File: src/rtl/mii_rx_framer_if.sv
// MII receive framer signal bundle: PHY-side nibble stream in, MAC-side
// byte stream and per-frame status out. The framer uses the master view.
interface mii_rx_framer_if;
  // PHY side
  logic        phy_rx_dv;
  logic [3:0]  phy_rxd;
  logic        phy_rx_err;
  // MAC side
  logic [7:0]  rx_mac_data;
  logic        rx_mac_valid;
  logic        rx_mac_last;
  logic        rx_mac_err;
  logic        rx_stat_valid;
  logic [26:0] rx_stat_vector;

  modport master (
    input  phy_rx_dv, phy_rxd, phy_rx_err,
    output rx_mac_data, rx_mac_valid, rx_mac_last, rx_mac_err,
           rx_stat_valid, rx_stat_vector
  );

  modport slave (
    output phy_rx_dv, phy_rxd, phy_rx_err,
    input  rx_mac_data, rx_mac_valid, rx_mac_last, rx_mac_err,
           rx_stat_valid, rx_stat_vector
  );
endinterface

File: src/rtl/mii_rx_framer.sv
// MII receive framer: strips preamble/SFD, assembles nibbles into bytes,
// flags the final byte, checks the Ethernet FCS and reports a per-frame
// status vector. Everything runs on phy_rx_clk; all outputs are registered.
module mii_rx_framer #(
  parameter int MIN_FRAME = 64,
  parameter int MAX_FRAME = 1518
) (
  input  logic            phy_rx_clk,
  input  logic            reset,
  mii_rx_framer_if.master bus
);

  localparam logic [1:0] S_IDLE     = 2'd0;
  localparam logic [1:0] S_PREAMBLE = 2'd1;
  localparam logic [1:0] S_DATA     = 2'd2;
  localparam logic [1:0] S_DROP     = 2'd3;

  localparam logic [15:0] MIN_LEN = 16'(MIN_FRAME);
  localparam logic [15:0] MAX_LEN = 16'(MAX_FRAME);

  // Good-frame residue C704DD7B as it appears in an LSB-first (reflected)
  // shift register, i.e. bit-reversed.
  localparam logic [31:0] CRC_RESIDUE = 32'hDEBB20E3;

  logic [1:0]  state;
  logic        prev_dv;     // dv on the previous cycle, to spot a fresh carrier
  logic        odd;         // a low nibble is waiting for its high nibble
  logic [3:0]  low_nib;
  logic [7:0]  hold_byte;   // last completed byte, released once its successor completes
  logic        hold_valid;
  logic [15:0] byte_cnt;
  logic [31:0] crc;
  logic        err_seen;
  logic        bcast;       // every DA byte seen so far was FF
  logic        mcast;

  logic [7:0]  cur_byte;
  logic [31:0] crc_next;
  logic [26:0] frame_stat;

  // One byte through the reflected CRC-32 (polynomial 04C11DB7 reversed).
  function automatic logic [31:0] crc32_byte(input logic [31:0] crc_in,
                                             input logic [7:0]  data);
    logic [31:0] c;
    c = crc_in;
    for (int i = 0; i < 8; i++) begin
      if (c[0] ^ data[i]) c = (c >> 1) ^ 32'hEDB88320;
      else                c = c >> 1;
    end
    return c;
  endfunction

  // Byte being completed this cycle, its CRC update, and the status vector
  // that would be reported if the frame ended now.
  // NOTE: every always_comb output gets a default first so no path leaves it
  // unassigned, which would otherwise infer a latch.
  always_comb begin
    cur_byte   = {bus.phy_rxd, low_nib};
    crc_next   = crc32_byte(crc, cur_byte);
    frame_stat = '0;
    frame_stat[15:0] = byte_cnt;
    frame_stat[16]   = (crc != CRC_RESIDUE);
    frame_stat[17]   = (byte_cnt < MIN_LEN);
    frame_stat[18]   = (byte_cnt > MAX_LEN);
    frame_stat[19]   = err_seen;
    frame_stat[20]   = odd;
    // A short DA counts its missing bytes as 0, so it cannot be broadcast.
    frame_stat[21]   = bcast && (byte_cnt >= 16'd6);
    frame_stat[22]   = mcast;
  end

  // Framing FSM, byte assembly, FCS/length tracking and output registers.
  // NOTE: all state here uses non-blocking assignments so every register
  // samples the pre-edge values of its neighbours.
  always_ff @(posedge phy_rx_clk or negedge reset) begin
    if (!reset) begin
      state      <= S_IDLE;
      // Treat the line as busy until an idle cycle is seen, so a frame
      // already in flight at reset release is dropped rather than parsed.
      prev_dv    <= 1'b1;
      odd        <= 1'b0;
      low_nib    <= '0;
      hold_byte  <= '0;
      hold_valid <= 1'b0;
      byte_cnt   <= '0;
      crc        <= '0;
      err_seen   <= 1'b0;
      bcast      <= 1'b0;
      mcast      <= 1'b0;
      bus.rx_mac_data    <= '0;
      bus.rx_mac_valid   <= 1'b0;
      bus.rx_mac_last    <= 1'b0;
      bus.rx_mac_err     <= 1'b0;
      bus.rx_stat_valid  <= 1'b0;
      bus.rx_stat_vector <= '0;
    end else begin
      prev_dv           <= bus.phy_rx_dv;
      bus.rx_mac_valid  <= 1'b0;
      bus.rx_mac_last   <= 1'b0;
      bus.rx_mac_err    <= 1'b0;
      bus.rx_stat_valid <= 1'b0;

      case (state)
        S_IDLE: begin
          if (bus.phy_rx_dv) begin
            if (bus.phy_rxd == 4'h5 && !prev_dv) state <= S_PREAMBLE;
            else                                 state <= S_DROP;
          end
        end

        S_PREAMBLE: begin
          if (!bus.phy_rx_dv) begin
            state <= S_IDLE;
          end else if (bus.phy_rxd == 4'hD) begin
            // SFD: start a fresh frame context.
            state      <= S_DATA;
            odd        <= 1'b0;
            hold_valid <= 1'b0;
            byte_cnt   <= '0;
            crc        <= 32'hFFFFFFFF;
            err_seen   <= 1'b0;
            bcast      <= 1'b1;
            mcast      <= 1'b0;
          end else if (bus.phy_rxd != 4'h5) begin
            state <= S_DROP;
          end
        end

        S_DATA: begin
          if (bus.phy_rx_dv) begin
            if (bus.phy_rx_err) err_seen <= 1'b1;
            if (!odd) begin
              low_nib <= bus.phy_rxd;
              odd     <= 1'b1;
            end else begin
              odd        <= 1'b0;
              hold_byte  <= cur_byte;
              hold_valid <= 1'b1;
              crc        <= crc_next;
              if (byte_cnt != 16'hFFFF) byte_cnt <= byte_cnt + 16'd1;
              if (byte_cnt < 16'd6 && cur_byte != 8'hFF) bcast <= 1'b0;
              if (byte_cnt == 16'd0) mcast <= cur_byte[0];
              // The previous byte is now known not to be the last one.
              if (hold_valid) begin
                bus.rx_mac_valid <= 1'b1;
                bus.rx_mac_data  <= hold_byte;
              end
            end
          end else begin
            // End of carrier: close the frame; a dangling nibble is dropped.
            state              <= S_IDLE;
            odd                <= 1'b0;
            bus.rx_stat_valid  <= 1'b1;
            bus.rx_stat_vector <= frame_stat;
            if (hold_valid) begin
              bus.rx_mac_valid <= 1'b1;
              bus.rx_mac_last  <= 1'b1;
              bus.rx_mac_data  <= hold_byte;
              bus.rx_mac_err   <= |frame_stat[20:16];
            end
          end
        end

        default: begin  // S_DROP
          if (!bus.phy_rx_dv) state <= S_IDLE;
        end
      endcase
    end
  end

endmodule

File: src/flat_wrapper.sv
// flat-port wrapper written by rule: the top's interface ports become plain ports
module mii_rx_framer_flat 
#(
  parameter int MIN_FRAME = 64,
  parameter int MAX_FRAME = 1518
)
  (phy_rx_clk, reset, bus_phy_rx_dv, bus_phy_rxd, bus_phy_rx_err, bus_rx_mac_data, bus_rx_mac_valid, bus_rx_mac_last, bus_rx_mac_err, bus_rx_stat_valid, bus_rx_stat_vector);
  mii_rx_framer_if bus_i ();
  input  logic phy_rx_clk;
  input  logic reset;
  input wire logic [$bits(bus_i.phy_rx_dv)-1:0] bus_phy_rx_dv;
  input wire logic [$bits(bus_i.phy_rxd)-1:0] bus_phy_rxd;
  input wire logic [$bits(bus_i.phy_rx_err)-1:0] bus_phy_rx_err;
  output wire logic [$bits(bus_i.rx_mac_data)-1:0] bus_rx_mac_data;
  output wire logic [$bits(bus_i.rx_mac_valid)-1:0] bus_rx_mac_valid;
  output wire logic [$bits(bus_i.rx_mac_last)-1:0] bus_rx_mac_last;
  output wire logic [$bits(bus_i.rx_mac_err)-1:0] bus_rx_mac_err;
  output wire logic [$bits(bus_i.rx_stat_valid)-1:0] bus_rx_stat_valid;
  output wire logic [$bits(bus_i.rx_stat_vector)-1:0] bus_rx_stat_vector;
  assign bus_i.phy_rx_dv = bus_phy_rx_dv;
  assign bus_i.phy_rxd = bus_phy_rxd;
  assign bus_i.phy_rx_err = bus_phy_rx_err;
  assign bus_rx_mac_data = bus_i.rx_mac_data;
  assign bus_rx_mac_valid = bus_i.rx_mac_valid;
  assign bus_rx_mac_last = bus_i.rx_mac_last;
  assign bus_rx_mac_err = bus_i.rx_mac_err;
  assign bus_rx_stat_valid = bus_i.rx_stat_valid;
  assign bus_rx_stat_vector = bus_i.rx_stat_vector;
  mii_rx_framer #(.MIN_FRAME(MIN_FRAME), .MAX_FRAME(MAX_FRAME)) u_core (.phy_rx_clk(phy_rx_clk), .reset(reset), .bus(bus_i));
endmodule
File: config.mk
export PLATFORM = sky130hd
export DESIGN_NAME = mii_rx_framer_flat
export DESIGN_NICKNAME = d
export VERILOG_FILES = /design/src/rtl/mii_rx_framer_if.sv /design/src/rtl/mii_rx_framer.sv /design/src/flat_wrapper.sv
export SDC_FILE = /design/constraint.sdc
export NUM_CORES = 1
export LEC_CHECK = 0
export ABC_AREA = 1
export BUFFER_PORTS_ARGS = -buffer_cell sky130_fd_sc_hd__buf_2
export CAP_MARGIN = 30
export CORE_MARGIN = 2
export CORE_UTILIZATION = 30
export CTS_CLUSTER_SIZE = 10
export DETAILED_ROUTE_END_ITERATION = 16
export PLACE_DENSITY = 0.5
export SYNTH_ARGS = -nofsm -noshare
export SYNTH_HDL_FRONTEND = slang
export SYNTH_SLANG_ARGS = --single-unit
File: constraint.sdc
create_clock -name phy_rx_clk -period 2.05 [get_ports phy_rx_clk]
set_input_delay 0.615 -clock phy_rx_clk [delete_from_list [all_inputs] [get_ports phy_rx_clk]]
set_output_delay 0.615 -clock phy_rx_clk [all_outputs]
set_load 0.02 [all_outputs]
==> out/results.tsv, run 1 <==
metric	value	unit
result_of_the_run	completed	
wl_met3	555	um
share_comb_of_total_power	53.1	%
timing.hold.worst.class	in -> async	
switching_power	5.39	mW
port_buffers	42	
number_of_antenna_violations_at_the_first_check_in_global_routing	0	
netlist_instances	762	
grt_overflow_total	0	
drc	0	
filler_cell_count	1989	
syn_area	5650	um2
rsz_0062_raised_after_global_routing	no	
top_level_ports	47	
cts_resized	0	
synth_area_per_cell	7.42	um2
ir_worst_vdd	819	uV
unique_masters_post_synth	35	
cts_post_setup_buffers_inserted	0	
vias	5039	
yosys_register_bits	103	
top_signal_layer_used	met4	
yosys.cell_count.top_type	nand2_1	
final_antenna_net_count	0	
place_inst	1056	
postSynth.asyncResetShare	100	%
drt_first_iter_violations	330	
min_period	1820	ps
maxClockFrequency	549	MHz
floorplan.initialDensity	30.4	%
clock_tree_from_tritoncts	yes	
startpoint_type	flop	
worst_ep_required_time	2300	ps
power_frac_seq	31.3	%
slew_viol_final	0	
endpoint_kind	flop	
detail_route.vias_per_cell	4.70	
power.share.clock	15.7	%
post_route_cells_drive_above_1_share	13.0	%
clkSinkCount	103	
grt_start_max_net_pins	44	
route.detailed.wl_per_inst	14.3	um
cts-htree-levels	3	
clock_insertion_delay_worst_skew	350	ps
cts.reportedPaths.clkPinSlew	70	ps
area_growth_syn_to_layout	18.3	%
die_h	141	um
first_global_vias	4891	
drv.max_cap_violation_count	0	
synth_top_cell_by_area	dfrtp_1	
worst-endpoint-arrival	2070	ps
criticalPathCategory	reg -> reg	
met2_wirelength	6.91	mm
setup.reg_to_reg.worst_slack	230	ps
synth-warning-count	0	
dp.final_hpwl	11.7	mm
grt_pass1_wl	26.0	mm
post-route-period-util	88.9	%
drt-pass1-iter-count	5	
synth.yosys.seq_area_share	45.6	%
global_route.usage.total	16.4	%
power.switching_fraction	47.0	%
intPower	6.08	mW
cts_made_buffers	9	
top_cell_type_s_share_of_synthesized_area	45.2	%
synth_top_cells_by_area	dfrtp_1, nand2_1, inv_1	
die_area	20000	um2
multi_input_area	2560	um2
placeableCoreArea	18600	um2
cts_root_buffer	clkbuf_16	
clock_skew	8.33	ps
die_w	141	um
finalHoldViolCount	0	
layout.area.seq	2580	um2
design_power_total	11.5	mW
clk_path_buf_depth	2	
fp-row-count	50	
routed_wirelength	15.4	mm
gp_routability_congestion	0.840	
setup_viol	0	
edff_count_synth	0	
p_per_area	1720	nW/um2
final.setup.tns	0	ps
cp_max_fo	8	
layout.nets	844	
synth_flop_cell	dfrtp_1	
synth.cells.most_frequent	nand2_1, inv_1, dfrtp_1	
final_instance_count_excl_fillers	1072	
m1WireLength	7.64	mm
n_antenna_cell	0	
ctsHoldBuffers	0	
power_leakage	3.43	nW
==> cells in the final DEF, fill, tap and decap left out, drive strengths merged, types with 4 or more instances in the layout <==
cell and count:
nand2 236, inv 106, dfrtp 102, buf 80, o21ai 74, nor2 60, nand3 47, nand4 26
xor2 20, xnor2 16, o22ai 13, nor3 13, clkbuf 10, a21oi 7, conb 4
==> worst paths after layout <==
check / startpoint / to / cells past startpoint
max: u_core.low_nib[2]$_DFFE_PN0P_ / u_core.crc[16]$_DFFE_PN0P_ / 10
min: reset / u_core.bus.rx_stat_vector[4]$_DFFE_PN0P_ / 1
max reg2reg: u_core.low_nib[2]$_DFFE_PN0P_ / u_core.crc[16]$_DFFE_PN0P_ / 10
min reg2reg: u_core.bus.rx_stat_vector[7]$_DFFE_PN0P_ / u_core.bus.rx_stat_vector[7]$_DFFE_PN0P_ / 2
max in group asynchronous: reset / u_core.byte_cnt[11]$_DFFE_PN0P_ / 2
min in group phy_rx_clk: u_core.bus.rx_stat_vector[7]$_DFFE_PN0P_ / u_core.bus.rx_stat_vector[7]$_DFFE_PN0P_ / 2
==> registers in the layout, summed over array words and instances, names as in the netlist, 2 cells and up <==
| name | cells |
|---|---|
| u_core.state | 2 |
| u_core.byte_cnt | 16 |
| u_core.bus.rx_mac_data | 8 |
| u_core.crc | 32 |
| u_core.hold_byte | 8 |
| u_core.low_nib | 4 |
| u_core.bus.rx_stat_vector | 23 |
==> routing by layer <==
layer,GRT usage (%),up-vias
met3,2.80,16
met4,4.32,0
li1,-,2560
met5,0,-
met1,23.2,2361
met2,26.3,102
==> cell type report <==
cell class / instances / area share [%]
repair buffers: 80 / 8.20
multi-input cells: 534 / 38.4
clock inverters: 6 / 1.01
inverters: 105 / 5.90
clock buffers: 10 / 3.58
flip-flops and latches: 103 / 38.6
well taps: 234 / 4.38
==> stage by stage <==
stage	cell area (um2)	utilization, %	hold slack [ps]	setup WS (ps)
3_3_place_gp	6380	34.3	446	34.1
2_1_floorplan	5660	-	319	284
5_1_grt	6680	36.0	66.2	30.7
3_5_place_dp	6380	34.3	444	34.9
6_report	6680	36.0	75.2	227
4_1_cts	6680	36.0	60.5	231
==> worst max-delay path, cell delays in order, from the launching register on <==
cell and delay (ps):
dfrtp_1 420, inv_1 90, nand2_1 50, nand2_1 320, xnor2_1 170, buf_4 160
nand2_1 50, nand2_1 190, nor2_1 60, o21bai_1 160, inv_1 50
==> power by group through the flow <==
stage               clock, mW  combinational [mW]  sequential, mW
finish                   1.80                6.09            3.59
floorplan                   0                3.95            3.73
global placement            0                6.08            3.62
CTS                      1.88                6.11            3.59
detailed placement          0                6.08            3.61
global route             1.95                6.90            3.71
==> kinds of logic after synthesis <==
logic type,Yosys count,synth area share [%]
adders and majority gates,3,0.664
xor gates and xnor gates,36,5.58
and+or+nand+nor,390,29.3
other,1,0.0664
AOI/OAI and AO/OA,101,9.54
buffers and inverters,128,9.21
DFF,103,45.6
Power figures use the tool's default switching activity.
==> run 2, diff against run 1 <==
Settings changed: SETUP_SLACK_MARGIN set to 0.5.
==> run 2 against run 1 <==
Core utilization rose by 6.3 points. Sequential cell count did not move. Fmax increased by 15%. Cell count grew 3.8%. Register-to-register slack better by 240 ps. Clock skew shrank 3.4 ps. Sequential power rose by 3%. Die area unchanged.
==> out/results.tsv, run 2 (synthesis gave the netlist of run 1 again) <==
metric	value	unit	change
floorplan.initialDensity	30.4	%	unchanged
min_period	1580	ps	-244 ps
p_per_area	1790	nW/um2	+4.1%
switching_power	6.60	mW	+22%
n_antenna_cell	0		unchanged
startpoint_type	input pin		
setup.reg_to_reg.worst_slack	470	ps	+240 ps
ir_worst_vdd	834	uV	+1.9%
layout_top_registers	u_core.crc (32), u_core.bus.rx_stat_vector (23), u_core.byte_cnt (16)		
finalHoldViolCount	0		unchanged
cp_max_fo	7		-1
largest_register	u_core.crc		
clock_insertion_delay_worst_skew	350	ps	about the same
post-route-period-util	77.0	%	-12 points
die_area	20000	um2	unchanged
gp_routability_congestion	0.902		+7.4%
clock_tree_from_tritoncts	yes		
route.detailed.wl_per_inst	15.1	um	+5.7%
drv.max_cap_violation_count	0		unchanged
commonest_cells_after_routing_fill_and_taps_aside	nand2_1, dfrtp_1, inv_1		
worst-endpoint-arrival	1830	ps	-240 ps
detail_route.vias_per_cell	4.76		+1.3%
postPlaceCellArea	6420	um2	+0.67%
setup_viol	0		unchanged
place_inst	1049		-0.66%
vias	5302		+5.2%
global_route.usage.total	16.9	%	+0.41 points
top_level_ports	47		unchanged
place_worst_setup_slack	22.8	ps	-12.1 ps
largest_register_ffs	32		unchanged
r2r-start	u_core.crc[0]$_DFFE_PN0P_		
result_of_the_run	completed		
layout.nets	885		+4.9%
dp.final_hpwl	11.6	mm	-0.60%
rsz_0062_raised_after_global_routing	yes		
maxClockFrequency	633	MHz	+15%
final_common_cell	nand2_1		
design_area	7850	um2	+17%
final_instance_count_excl_fillers	1113		+3.8%
clk_path_buf_depth	2		unchanged
grt_overflow_total	0		unchanged
power.switching_fraction	47.0	%	about the same
die_w	141	um	unchanged
intPower	7.43	mW	+22%
power_leakage	3.88	nW	+13%
number_of_antenna_violations_at_the_first_check_in_global_routing	0		unchanged
endpoint_kind	flop		
ctsHoldBuffers	0		unchanged
placeableCoreArea	18600	um2	unchanged
power.share.clock	12.2	%	-3.5 points
routed_wirelength	16.9	mm	+9.8%
drc	0		unchanged
timing_worst_slew_pin_value	572	ps	
drt-pass1-iter-count	5		unchanged
first_global_vias	4932		+0.84%
cts.reportedPaths.clkPinSlew	70	ps	about the same
clock_skew	4.97	ps	-3.36 ps
drt_first_iter_violations	385		+17%
worst_ep_required_time	2300	ps	about the same
post_route_cells_drive_above_1_share	33.3	%	+20 points
finalWorstSetupSlack	471	ps	+244 ps
clkSinkCount	103		unchanged
reg2reg_depth	8		-2
grt_pass1_wl	26.4	mm	+1.3%
port_buffers	42		unchanged
final_antenna_net_count	0		unchanged
power_frac_seq	26.3	%	-5.0 points
maxSlewHeadroom	61.9	%	
grt_start_max_net_pins	104		+140%
fp-row-count	50		unchanged
final.setup.tns	0	ps	unchanged
critical_r2r_capture	u_core.crc[12]$_DFFE_PN0P_		
criticalPathCategory	in -> reg		
share_comb_of_total_power	61.5	%	+8.4 points
cts_root_buffer	clkbuf_16		
design_power_total	14.0	mW	+22%
layout.core_utilization	42.2	%	+6.3 points
cts_made_buffers	9		unchanged
timing.hold.worst.class	in -> async		
cts-htree-levels	3		unchanged
die_h	141	um	unchanged
slew_viol_final	0		unchanged
area_growth_syn_to_layout	38.9	%	
finalHoldWorstSlack	311	ps	+236 ps
==> run 2: repair_timing <==
action / CTS / global route
gates resized for setup: 54 / 163
setup endpoints to repair: 61 / 70
pin swaps: 15 / 40
buffers inserted: 22 / 26
==> run 2: critical path, cell delays in order <==
cell and delay [ps]:
clkbuf_4 160, inv_1 110, nand2_1 90, nand2_4 140, nand2_1 90, nand3_2 120, nand2_2 80, nand2_2 80
nand2_1 60, nand2_1 80, nand3_2 80, nand2_1 70, inv_1 30
==> run 2: how the worst max path moves through the flow <==
| stage | start | end | slack [ps] | cells past startpoint |
|---|---|---|---|---|
| finish | bus_phy_rxd[1] | u_core.crc[22]$_DFFE_PN0P_ | 470 | 13 |
| global route | bus_phy_rxd[1] | u_core.crc[22]$_DFFE_PN0P_ | 350 | 13 |
| CTS | u_core.byte_cnt[1]$_DFFE_PN0P_ | u_core.byte_cnt[11]$_DFFE_PN0P_ | 460 | 9 |
| detailed placement | bus_phy_rxd[0] | u_core.crc[17]$_DFFE_PN0P_ | 20 | 10 |
| global placement | bus_phy_rxd[0] | u_core.crc[17]$_DFFE_PN0P_ | 20 | 10 |
| floorplan | bus_phy_rxd[2] | u_core.crc[29]$_DFFE_PN0P_ | 420 | 12 |
==> run 2: per-layer routing <==
metal | global-route usage, % | up-vias | wire [um]
li1 | - | 2652 | -
met1 | 22.4 | 2503 | 7680
met2 | 27.5 | 126 | 8160
met3 | 3.21 | 21 | 674
met4 | 6.05 | 0 | 336
met5 | 0 | - | 0
==> run 2: cell type report <==
type	count	area, um2
fill	1843	10700
multi-input combinational	534	3240
sequential	103	2590
timing repair buffer	121	1000
inverter	105	429
tap	234	293
clock buffer	13	270
clock inverter	3	25.0
==> run 2: power by group through the flow <==
stage | combinational (mW) | sequential (mW) | clock [mW]
floorplan | 4.10 | 3.73 | 0
global placement | 6.18 | 3.62 | 0
detailed placement | 6.20 | 3.59 | 0
CTS | 6.86 | 3.59 | 1.77
global route | 9.48 | 3.79 | 1.87
finish | 8.63 | 3.69 | 1.71
==> run 3, diff against run 2 <==
Settings changed: PLACE_DENSITY 0.5 to 0.51.
Clock period 2.05 ns to 1.3 ns, I/O delays scaled along.
==> run 3 against run 2 <==
The run now ends with negative hold slack, negative setup slack left. Clock power increased by 92%. Routed wire length increased by 21%. Clock-buffer cell count decreased by 4. Clock skew increased by 6.2 ps. Cell count is 14% higher. Worst setup slack worse by 790 ps. Via count is 15% higher. Sequential share of layout area down 7.1 points. Critical path depth down 2. Sequential power rose by 55%. Highest routed layer unchanged.
==> out/results.tsv, run 3 (synthesis gave the netlist of run 1 again) <==
metric	value	unit	change
drt-pass1-iter-count	8		+3
drc	0		unchanged
largest_register_ffs	32		unchanged
final.setup.tns	-18660	ps	-18660 ps
groute.layer.met1.usage	24.4	%	+2.0 points
die_w	141	um	unchanged
grt_start_max_net_pins	66		-37%
layout_top_registers	u_core.crc (32), u_core.bus.rx_stat_vector (23), u_core.byte_cnt (16)		
drv.max_cap_violation_count	0		unchanged
maxClockFrequency	619	MHz	
failed_checks	negative hold slack, negative setup slack		
die_h	141	um	unchanged
worst_ep_required_time	1560	ps	-740 ps
placeableCoreArea	18600	um2	unchanged
slew_viol_final	0		unchanged
grt.busiest_layer	met2		
min_period	1620	ps	
design_power_total	29.3	mW	+110%
setup_viol	107		+107
gp_routability_congestion	0.853		-5.5%
number_of_antenna_violations_at_the_first_check_in_global_routing	0		unchanged
final_antenna_net_count	0		unchanged
first_global_vias	5917		+20%
port_buffers	42		unchanged
post_route_cells_drive_above_1_share	55.6	%	+22 points
detail_route.vias_per_cell	4.82		+1.3%
drt_first_iter_violations	403		+4.7%
multi_input_area	3760	um2	+16%
endpoint_kind	flop		
layout.area.seq	2620	um2	+1.1%
criticalPathCategory	reg -> reg		
clkSinkCount	103		unchanged
grt_overflow_total	0		unchanged
post-route-period-util	124	%	
clock_skew	11.2	ps	+6.21 ps
dp.final_hpwl	13.1	mm	+13%
finalWorstSetupSlack	-315	ps	-786 ps
routed_wirelength	20.5	mm	+21%
largest_register	u_core.crc		
rsz_0062_raised_after_global_routing	yes		
floorplan.initialDensity	30.4	%	unchanged
worst-endpoint-arrival	1880	ps	+50 ps
grt_pass1_wl	30.4	mm	+15%
final_common_cell	buf_4		
met3_usage	3.37	%	+0.17 points
power_leakage	4.92	nW	+27%
area_growth_syn_to_layout	79.1	%	
vias	6122		+15%
cp_max_fo	6		-1
cts_made_buffers	9		unchanged
cts-htree-levels	3		unchanged
route.detailed.wl_per_inst	16.1	um	+6.4%
clock_tree_from_tritoncts	yes		
top_level_ports	47		unchanged
cts_root_buffer	clkbuf_16		
fp-row-count	50		unchanged
result_of_the_run	finished with violations		
clock_insertion_delay_worst_skew	360	ps	about the same
ir_worst_vdd	1460	uV	+75%
n_antenna_cell	0		unchanged
p_per_area	2900	nW/um2	+62%
commonest_cells_after_routing_fill_and_taps_aside	buf_4, nand2_1, inv_1		
finalHoldWorstSlack	-9.91	ps	-321 ps
timing.hold.worst.class	in -> async		
groute.layer.met2.usage	33.5	%	+6.0 points
global_route.usage.total	19.4	%	+2.5 points
layout.nets	1041		+18%
startpoint_type	flop		
cts.reportedPaths.clkPinSlew	80	ps	about the same
die_area	20000	um2	unchanged
filler_cell_count	1679		-8.9%
finalHoldViolCount	8		+8
clk_path_buf_depth	2		unchanged
run 3: final timing paths:
| kind | from | to | slack (ps) | depth (start not counted) |
|---|---|---|---|---|
| worst max-delay path | u_core.crc[0]$_DFFE_PN0P_ | u_core.crc[19]$_DFFE_PN0P_ | -320 | 11 |
| worst min-delay path | reset | u_core.bus.rx_stat_vector[9]$_DFFE_PN0P_ | -10 | 2 |
| worst max register to register | u_core.crc[0]$_DFFE_PN0P_ | u_core.crc[19]$_DFFE_PN0P_ | -320 | 11 |
| worst min register to register | u_core.err_seen$_DFFE_PN0P_ | u_core.err_seen$_DFFE_PN0P_ | 490 | 2 |
| max in group asynchronous | reset | u_core.prev_dv$_DFF_PN1_ | 900 | 2 |
| min in group phy_rx_clk | bus_phy_rx_dv | u_core.prev_dv$_DFF_PN1_ | 320 | 2 |
run 3: metal layers:
metal	vias up	share of wire (%)
li1	2960	-
met1	2982	43
met2	143	51
met5	-	0
met4	0	2.7
met3	37	3.5
run 3: cell type report:
| cell class | instances | area share [%] |
|---|---|---|
| Multi-Input combinational cell | 534 | 37.2 |
| Timing Repair Buffer | 277 | 26.3 |
| Sequential cell | 103 | 25.9 |
| Inverter | 105 | 4.29 |
| Tap cell | 234 | 2.89 |
| Clock buffer | 9 | 2.23 |
| Clock inverter | 7 | 1.24 |
run 3: what timing repair did:
item / in CTS / in global routing
cloned: 2 / 8
resized for setup: 218 / 225
endpoints found under the hold margin: 7 / 0
pin swaps: 63 / 65
setup endpoints to repair: 137 / 137
buffers inserted: 33 / 28
run 3: power breakdown:
group | switching [mW] | internal, mW | leakage (nW)
Sequential | 1.10 | 4.62 | 1.21
Clock | 1.38 | 1.91 | 0.171
Combinational | 10.5 | 9.75 | 3.53
Total | 13.0 | 16.3 | 4.92
run 3: critical path, cell delays in order, from the launching register on:
cell and delay, ps:
dfrtp_1 430, inv_2 80, nand2_2 80, nand2_4 60, buf_12 150, buf_6 120, xor2_2 180, nand3b_1 150
nand2_1 100, nand2_1 70, nand2_1 60, nor2_1 40
run 3: metrics by stage:
step | std cells | instance area (um2) | setup slack [ps] | hold slack (ps) | util, %
3_3_place_gp | 1182 | 7590 | -482 | 390 | 40.8
2_1_floorplan | 765 | 5900 | -178 | 94.4 | -
5_1_grt | 1269 | 10100 | -408 | 9.96 | 54.5
3_5_place_dp | 1182 | 7590 | -458 | 386 | 40.8
6_report | 1269 | 10100 | -315 | -9.91 | 54.5
4_1_cts | 1233 | 8980 | -250 | -5.53 | 48.3
